`config.mk`:
```
export PLATFORM = sky130hd
export DESIGN_NAME = accum_sequencer_flat
export DESIGN_NICKNAME = d
export VERILOG_FILES = /design/src/rtl/accum_sequencer_if.sv /design/src/rtl/accum_sequencer.sv /design/src/flat_wrapper.sv
export SDC_FILE = /design/constraint.sdc
export NUM_CORES = 1
export LEC_CHECK = 0
export CAP_MARGIN = 20
export CORE_MARGIN = 4
export CORE_UTILIZATION = 50
export CTS_CLUSTER_SIZE = 25
export DETAILED_ROUTE_END_ITERATION = 6
export HOLD_SLACK_MARGIN = 0.15
export PLACE_DENSITY = 0.88
export REMOVE_ABC_BUFFERS = 1
export SLEW_MARGIN = 25
export SYNTH_ARGS = -nofsm -noshare
export SYNTH_HDL_FRONTEND = slang
export SYNTH_SLANG_ARGS = --single-unit
```
`constraint.sdc`:
```
create_clock -name clk -period 2.92 [get_ports clk]
set_clock_uncertainty 0.1 [all_clocks]
set_input_delay 0.584 -clock clk [delete_from_list [all_inputs] [get_ports clk]]
set_output_delay 0.584 -clock clk [all_outputs]
set_load 0.01 [all_outputs]
```
`src/rtl/accum_sequencer_if.sv`:
```
// Command handshake and datapath strobe bundle between a command source and the
// accumulator microsequencer.
interface accum_sequencer_if #(
  parameter int DATA_W = 8
);
  logic              cmd_valid;
  logic              cmd_ready;
  logic [2:0]        cmd_op;
  logic [DATA_W-1:0] cmd_data;
  logic              zf_in;
  logic              cf_in;
  logic [DATA_W-1:0] data_out;
  logic              load_bus;
  logic              nla;
  logic              nlb;
  logic              ea;
  logic              eu;
  logic              sub;
  logic              bus_sel;
  logic              busy;
  logic              done;
  logic              zf_q;
  logic              cf_q;
  logic              err;

  modport master (
    output cmd_valid, cmd_op, cmd_data, zf_in, cf_in,
    input  cmd_ready, data_out, load_bus, nla, nlb, ea, eu, sub,
           bus_sel, busy, done, zf_q, cf_q, err
  );

  modport slave (
    input  cmd_valid, cmd_op, cmd_data, zf_in, cf_in,
    output cmd_ready, data_out, load_bus, nla, nlb, ea, eu, sub,
           bus_sel, busy, done, zf_q, cf_q, err
  );
endinterface

```
`src/rtl/accum_sequencer.sv`:
```
// Microsequencer for the 8-bit adder/accumulator datapath: expands one command at a
// time into registered bus-drive, register-load, ALU-enable and output-select strobes.
module accum_sequencer #(
  parameter int DATA_W   = 8,
  parameter int OUT_HOLD = 2
) (
  input  logic             clk,
  input  logic             rst,
  accum_sequencer_if.slave bus
);

  localparam int CNT_W = (OUT_HOLD > 1) ? $clog2(OUT_HOLD) : 1;

  typedef enum logic [2:0] {
    OP_NOP = 3'b000,
    OP_LDA = 3'b001,
    OP_LDB = 3'b010,
    OP_ADD = 3'b011,
    OP_SUB = 3'b100,
    OP_OUT = 3'b101
  } op_e;

  typedef enum logic [2:0] {
    S_IDLE,
    S_DRIVE,
    S_LATCH,
    S_EXEC,
    S_WB,
    S_OUT,
    S_DONE
  } state_e;

  state_e            r_state;
  op_e               r_op;
  logic [CNT_W-1:0]  r_hold_cnt;
  logic [DATA_W-1:0] r_data_out;
  logic              r_cmd_ready;
  logic              r_load_bus;
  logic              r_nla;
  logic              r_nlb;
  logic              r_ea;
  logic              r_eu;
  logic              r_sub;
  logic              r_bus_sel;
  logic              r_busy;
  logic              r_done;
  logic              r_zf_q;
  logic              r_cf_q;
  logic              r_err;

  wire w_accept = bus.cmd_valid && r_cmd_ready;

  // NOTE: every register here is non-blocking so all strobes change together on the
  // edge and the async reset can drop them mid-cycle without a partial load.
  always_ff @(posedge clk or posedge rst) begin
    if (rst) begin
      r_state     <= S_IDLE;
      r_op        <= OP_NOP;
      r_hold_cnt  <= '0;
      r_data_out  <= '0;
      r_cmd_ready <= 1'b0;
      r_load_bus  <= 1'b0;
      r_nla       <= 1'b1;
      r_nlb       <= 1'b1;
      r_ea        <= 1'b0;
      r_eu        <= 1'b0;
      r_sub       <= 1'b0;
      r_bus_sel   <= 1'b1;
      r_busy      <= 1'b0;
      r_done      <= 1'b0;
      r_zf_q      <= 1'b0;
      r_cf_q      <= 1'b0;
      r_err       <= 1'b0;
    end else begin
      r_done <= 1'b0;
      case (r_state)
        S_IDLE: begin
          r_cmd_ready <= 1'b1;
          if (w_accept) begin
            r_op        <= op_e'(bus.cmd_op);
            r_data_out  <= bus.cmd_data;
            r_cmd_ready <= 1'b0;
            r_busy      <= 1'b1;
            case (bus.cmd_op)
              OP_LDA, OP_LDB: begin
                r_state    <= S_DRIVE;
                r_load_bus <= 1'b1;
              end
              OP_ADD, OP_SUB: begin
                r_state <= S_EXEC;
                r_eu    <= 1'b1;
                r_sub   <= (bus.cmd_op == OP_SUB);
              end
              OP_OUT: begin
                r_state    <= S_OUT;
                r_ea       <= 1'b1;
                r_bus_sel  <= 1'b0;
                r_hold_cnt <= CNT_W'(OUT_HOLD - 1);
              end
              OP_NOP: begin
                r_state <= S_DONE;
                r_done  <= 1'b1;
              end
              default: begin
                r_state <= S_DONE;
                r_done  <= 1'b1;
                r_err   <= 1'b1;
              end
            endcase
          end
        end
        // Second load_bus cycle gives the input buffer time to settle before the latch.
        S_DRIVE: begin
          r_state <= S_LATCH;
          if (r_op == OP_LDA) r_nla <= 1'b0;
          else                r_nlb <= 1'b0;
        end
        S_LATCH: begin
          r_state    <= S_DONE;
          r_load_bus <= 1'b0;
          r_nla      <= 1'b1;
          r_nlb      <= 1'b1;
          r_done     <= 1'b1;
        end
        S_EXEC: begin
          r_state <= S_WB;
          r_nla   <= 1'b0;
        end
        // A and the flags update on the same edge that leaves S_WB.
        S_WB: begin
          r_state <= S_DONE;
          r_eu    <= 1'b0;
          r_sub   <= 1'b0;
          r_nla   <= 1'b1;
          r_zf_q  <= bus.zf_in;
          r_cf_q  <= bus.cf_in;
          r_done  <= 1'b1;
        end
        S_OUT: begin
          if (r_hold_cnt == '0) begin
            r_state   <= S_DONE;
            r_ea      <= 1'b0;
            r_bus_sel <= 1'b1;
            r_done    <= 1'b1;
          end else begin
            r_hold_cnt <= r_hold_cnt - 1'b1;
          end
        end
        S_DONE: begin
          r_state     <= S_IDLE;
          r_cmd_ready <= 1'b1;
          r_busy      <= 1'b0;
        end
        default: r_state <= S_IDLE;
      endcase
    end
  end

  assign bus.cmd_ready = r_cmd_ready;
  assign bus.data_out  = r_data_out;
  assign bus.load_bus  = r_load_bus;
  assign bus.nla       = r_nla;
  assign bus.nlb       = r_nlb;
  assign bus.ea        = r_ea;
  assign bus.eu        = r_eu;
  assign bus.sub       = r_sub;
  assign bus.bus_sel   = r_bus_sel;
  assign bus.busy      = r_busy;
  assign bus.done      = r_done;
  assign bus.zf_q      = r_zf_q;
  assign bus.cf_q      = r_cf_q;
  assign bus.err       = r_err;

endmodule

```
`src/flat_wrapper.sv`:
```
// flat-port wrapper written by rule: the top's interface ports become plain ports
module accum_sequencer_flat 
#(
  parameter int DATA_W   = 8,
  parameter int OUT_HOLD = 2
)
  (clk, rst, bus_cmd_valid, bus_cmd_op, bus_cmd_data, bus_zf_in, bus_cf_in, bus_cmd_ready, bus_data_out, bus_load_bus, bus_nla, bus_nlb, bus_ea, bus_eu, bus_sub, bus_bus_sel, bus_busy, bus_done, bus_zf_q, bus_cf_q, bus_err);
  accum_sequencer_if #(.DATA_W(DATA_W)) bus_i ();
  input  logic clk;
  input  logic rst;
  input wire logic [$bits(bus_i.cmd_valid)-1:0] bus_cmd_valid;
  input wire logic [$bits(bus_i.cmd_op)-1:0] bus_cmd_op;
  input wire logic [$bits(bus_i.cmd_data)-1:0] bus_cmd_data;
  input wire logic [$bits(bus_i.zf_in)-1:0] bus_zf_in;
  input wire logic [$bits(bus_i.cf_in)-1:0] bus_cf_in;
  output wire logic [$bits(bus_i.cmd_ready)-1:0] bus_cmd_ready;
  output wire logic [$bits(bus_i.data_out)-1:0] bus_data_out;
  output wire logic [$bits(bus_i.load_bus)-1:0] bus_load_bus;
  output wire logic [$bits(bus_i.nla)-1:0] bus_nla;
  output wire logic [$bits(bus_i.nlb)-1:0] bus_nlb;
  output wire logic [$bits(bus_i.ea)-1:0] bus_ea;
  output wire logic [$bits(bus_i.eu)-1:0] bus_eu;
  output wire logic [$bits(bus_i.sub)-1:0] bus_sub;
  output wire logic [$bits(bus_i.bus_sel)-1:0] bus_bus_sel;
  output wire logic [$bits(bus_i.busy)-1:0] bus_busy;
  output wire logic [$bits(bus_i.done)-1:0] bus_done;
  output wire logic [$bits(bus_i.zf_q)-1:0] bus_zf_q;
  output wire logic [$bits(bus_i.cf_q)-1:0] bus_cf_q;
  output wire logic [$bits(bus_i.err)-1:0] bus_err;
  assign bus_i.cmd_valid = bus_cmd_valid;
  assign bus_i.cmd_op = bus_cmd_op;
  assign bus_i.cmd_data = bus_cmd_data;
  assign bus_i.zf_in = bus_zf_in;
  assign bus_i.cf_in = bus_cf_in;
  assign bus_cmd_ready = bus_i.cmd_ready;
  assign bus_data_out = bus_i.data_out;
  assign bus_load_bus = bus_i.load_bus;
  assign bus_nla = bus_i.nla;
  assign bus_nlb = bus_i.nlb;
  assign bus_ea = bus_i.ea;
  assign bus_eu = bus_i.eu;
  assign bus_sub = bus_i.sub;
  assign bus_bus_sel = bus_i.bus_sel;
  assign bus_busy = bus_i.busy;
  assign bus_done = bus_i.done;
  assign bus_zf_q = bus_i.zf_q;
  assign bus_cf_q = bus_i.cf_q;
  assign bus_err = bus_i.err;
  accum_sequencer #(.DATA_W(DATA_W), .OUT_HOLD(OUT_HOLD)) u_core (.clk(clk), .rst(rst), .bus(bus_i));
endmodule
```
Yosys cells after proc, flatten, opt, wreduce, memory -nomap -nowiden
Cells that the tools add are included.
{ "totals": {"out_inout_bits": 21, "regBits": 28} }
{ "classes": {"n_bitwise": 1, "n_reduce_logical": 24, "addsub": 1, "mux": 35, "n_eq_ne": 19} }
{ "op_table": {"columns": ["operator", "n"], "rows": [
  ["$mux 1", 20],
  ["$pmux 1 s2", 9],
  ["$eq 3x3->1 const B", 5],
  ["$pmux 3 s5", 1],
  ["$eq 3x2->1 const B", 4],
  ["$reduce_and 3->1", 4],
  ["$ne 2x2->1 const B", 5],
  ["$reduce_and 2->1", 5],
  ["$reduce_bool 2->1", 5],
  ["$eq 3x1->1 const B", 3],
  ["$pmux 3 s3", 1],
  ["$logic_not 3->1", 2],
  ["$mux 3", 2],
  ["$pmux 1 s3", 2],
  ["$reduce_or 2->1", 3],
  ["$reduce_or 6->1", 1],
  ["$reduce_or 5->1", 1],
  ["$ne 2x1->1 const B", 2],
  ["$reduce_and 4->1", 1],
  ["$reduce_bool 3->1", 1],
  ["$logic_and 1x1->1", 1],
  ["$not 1->1", 1],
  ["$sub 1x1->1 const B", 1]
]} }

Longest topological paths before layout
{ "logic_depth": {"ltp_word": 5, "mapped_depth": 7, "depth_no_buf": 4} }

Worst setup path after synthesis
OpenSTA, ideal clock, no wires.
{ "synth_timing": {"kind": "in2reg", "start": "in bus_cmd_op[1]", "end": "reg u_core.r_sub, in the netlist u_core.bus.sub", "stages": 5, "setup_slack_ns": 1.146, "arrival_time_ns": 1.554, "path_cell_list": "clkbuf_1 -> or3b_2 -> nor3_1 -> o21ai_0 -> and3_1"} }
{ "synth_between": {"elab_chain_len": 4} }
{ "synth_lines": {"columns": ["element", "line", "rtl"], "rows": [
  ["from (decl)", "flat_wrapper.sv:12", "input wire logic [$bits(bus_i.cmd_op)-1:0] bus_cmd_op;"],
  ["$eq 3x3->1 / $eq 3x2->1 (equally long branches)", "accum_sequencer.sv:84, accum_sequencer.sv:92", null],
  ["$mux 1 / $reduce_or 2->1 (equally long branches)", "accum_sequencer.sv:84", "case (bus.cmd_op)"],
  ["$mux 1 / $ne 2x2->1 (equally long branches)", null, null],
  ["$pmux 1 s2 / $reduce_and 3->1 (equally long branches)", null, null],
  ["to (signal assigned)", "accum_sequencer.sv:92", "r_sub <= (bus.cmd_op == OP_SUB);"],
  ["to (decl)", "accum_sequencer.sv:43", "logic r_sub;"]
]} }
Several ways; a longest one is shown, not always the timed one. The select of a mux whose other input is x is not followed.
A chain may end at the register's enable or synchronous reset.

Worst setup path after layout
{ "layout_timing": {"start": "in bus_cmd_valid", "end": "reg u_core.r_data_out[0], in the netlist u_core.bus.data_out[0]"} }
{ "layout_between": {"elab_chain_len": 2} }
{ "layout_lines": {"columns": ["element", "line", "rtl"], "rows": [
  ["from (decl)", "flat_wrapper.sv:11", "input wire logic [$bits(bus_i.cmd_valid)-1:0] bus_cmd_valid;"],
  ["$logic_and 1x1->1", "accum_sequencer.sv:51", "wire w_accept = bus.cmd_valid && r_cmd_ready;"],
  ["$reduce_and 2->1 (no line)", null, null],
  ["to (signal assigned)", "accum_sequencer.sv:81", "r_data_out <= bus.cmd_data;"],
  ["to (decl)", "accum_sequencer.sv:36", "logic [DATA_W-1:0] r_data_out;"]
]} }
Every way passes these cells.

==> metrics.md <==
| Metric | Value |
|---|---|
| Pint | 1.05 mW |
| DIE WIDTH | 58.8 µm |
| Design Power | 1.61 mW |
| Total Wirelength | 2910 µm |
| HPWL Detailed | 2200 µm |
| Vias per cell | 5.65 |
| CTS tree | built |
| Num rows | 18 |
| RSZ-0062 raised after global routing | no |
| Drt pass-1 iters | 4 |
| Initial Util | 0.520 |
| Slew headroom | 0.506 |
| Area grow syn2layout | 30.5% |
| Gate power share | 0.451 |
| Placed cell areas | 1660 µm² |
| Number of DRC markers in iteration 0 | 22 |
| Net Sw Power | 560 µW |
| WP data arrival | 2260 ps |
| Die Ht | 58.8 µm |
| Worst hold start | u_core.bus.err |
| CTS H-tree lvls | 1 |
| Hold depth | 1 |
| R2R setup slack | 970 ps |
| R2R Path End | u_core.bus.data_out[0] |
| Maximum clock frequency | 468 MHz |
| Worst-path clk slew | 140 ps |
| # clock sinks | 28 |
| Synth Area per Inst | 10.7 µm² |
| Critical-path maximum fanout | 13 |
| Total gr overflow | 0 |
| Worst hold path type | reg -> reg |
| Outcome | finished clean |
| Fill count | 211 |
| Pwr dens | 960 nW/µm² |
| Setup crit end kind | register |
| TritonCTS buffer count | 3 |
| Drc violations | 0 |
| Clock Tree Buf Depth | 2 |
| Hold Violations, Final | 0 |
| Gate Count Post-Synth | 121 |
| CP startpoint kind | input port |
| Largest net degree at the start of global routing | 20 |
| Clock share of power | 0.098 |
| Vias in the first global route | 1086 |
| Hold path endpoint | u_core.bus.err |
| Final period util | 0.732 |
| Sequential fraction of the synthesis area | 0.547 |
| Clk_lat worst skew | 320 ps |
| # resized after CTS | 0 |
| ANT cells | 0 |
| Tmin final | 2140 ps |
| WP data required | 3040 ps |
| Kind of critical path | in -> reg |
| Final Max Tran Viols | 0 |
| Leakage | 0.747 nW |
| Ys Warns | 0 |
| Number of distinct library cells after synthesis | 29 |
| Tot GR Track Use | 0.187 |
| GPL Wtd Cong | 0.836 |
| Initial antenna violation count | 0 |
| Largest register FFs | 8 |
| Hold_buf cts | 0 |
| Layout cells sized above 1 | 0.128 |
| Core Util, Final | 0.679 |
| Die ar. | 3450 µm² |
| Worst Reg-to-Reg Cells | 3 |
| Slew @ Worst Pin | 723 ps |
| Worst Hold Margin | 400 ps |
| DR vias | 1051 |
| Peak supply drop | 584 µV |
| Routed wire length per instance | 15.6 µm |
| Final setup viols | 0 |
| Switching share of total power | 0.347 |
| Setup TNS | 0 ps |
| Reg2reg start | u_core.r_state[0] |
| Post-DRT Antenna Nets | 0 |
| # IOs | 37 |
| Max Cap Viol | 0 |
| Mapped Area | 1290 µm² |
| FF+latch count, synth | 28 |
| Core area | 2480 µm² |
| First-pass GRT wire length | 4990 µm |
| CTS Root Cell | clkbuf_4 |
| Part of the power in registers | 0.451 |
| Post-route cell area | 1680 µm² |
| Post-CTS Setup Inserts | 0 |
| Final #Nets | 173 |
| I/O Buffers | 36 |
==> critical path, stage by stage <==
cell and delay, ps:
clkdlybuf4s50_1 550, nand3b_4 130, or3_1 590, mux2_4 400
==> logic make-up (layout without fill, tap and decap cells) <==
kind of cell    after synthesis  after routing  share of synthesized area
compound gates               32             32                      0.140
buf+inv                      14             49                     0.0534
flops                        28             28                      0.547
mux                          11             11                      0.114
simple gates                 36             36                      0.147
==> power by group through the flow <==
stage                     Sequential [mW]  Combinational [mW]  Clock [mW]
final                               0.728               0.727       0.159
after global routing                0.756               0.789       0.184
after global placement              0.717               0.701           0
after floorplan                     0.759               0.323           0
after CTS                           0.725               0.735       0.167
after detailed placement            0.732               0.732           0
==> cell usage after synthesis <==
cell	n	area (µm²)
o21a_1	1	7.51
mux2_4	6	90.1
nand3_1	1	5.00
o22a_1	1	8.76
a2111oi_0	1	8.76
o21ai_0	14	70.1
or3b_2	1	8.76
and3_1	1	6.26
buf_6	2	22.5
o21bai_1	1	7.51
nor3b_1	1	7.51
o2111ai_1	1	8.76
inv_1	8	30.0
nand2b_1	4	25.0
mux2_2	5	56.3
dfrtp_1	25	626
dfstp_2	3	78.8
nand4_1	1	6.26
nor2_1	12	45.0
nand3b_4	1	20.0
or3_1	2	12.5
nand3b_1	1	7.51
o22ai_1	1	6.26
a21oi_1	11	55.1
clkbuf_1	3	11.3
a21o_1	1	7.51
buf_2	1	5.00
nand2_1	8	30.0
nor3_1	3	15.0
==> routing by layer <==
| metal | track usage | vias to the layer above | part of all wire |
|---|---|---|---|
| li1 | - | 486 | - |
| met1 | 0.237 | 529 | 0.39 |
| met5 | 0 | - | 0 |
| met2 | 0.328 | 32 | 0.55 |
| met4 | 0.0680 | 0 | 0.015 |
| met3 | 0.0219 | 4 | 0.047 |
==> cell usage in the layout (no fill, tap or decap), types with 2 or more instances in the layout <==
cell type,instances
inv_1,8
nor2_1,12
clkdlybuf4s50_1,36
dfstp_2,3
nand2b_1,4
clkbuf_4,3
o21ai_0,14
nand2_1,8
or3_1,2
nor3_1,3
dfrtp_1,25
mux2_2,5
mux2_4,6
a21oi_1,11
==> final cells by class <==
type / count / area, µm² / area share
timing repair buffer: 37 / 368 / 0.219
multi-input combinational: 79 / 515 / 0.307
sequential: 28 / 704 / 0.419
clock buffer: 4 / 26.3 / 0.0156
tap: 30 / 37.5 / 0.0223
inverter: 8 / 30.0 / 0.0179
==> per-stage QoR <==
step	setup slack, ps	std cells
floorplan	1140	115
global placement	498	182
detailed placement	440	182
CTS	805	186
global route	759	186
finish	782	186
==> worst max-delay path by stage <==
stage | endpoint | depth (start not counted) | startpoint | slack, ps
global route | bus_cmd_ready | 1 | u_core.bus.cmd_ready | 760
detailed placement | u_core.bus.data_out[0] | 4 | bus_cmd_valid | 440
floorplan | u_core.bus.data_out[0] | 3 | bus_cmd_valid | 1140
global placement | u_core.bus.data_out[7] | 4 | bus_cmd_valid | 500
finish | u_core.bus.data_out[0] | 4 | bus_cmd_valid | 780
CTS | bus_nla | 1 | u_core.bus.nla | 810
(Power assumes the default switching activity.)
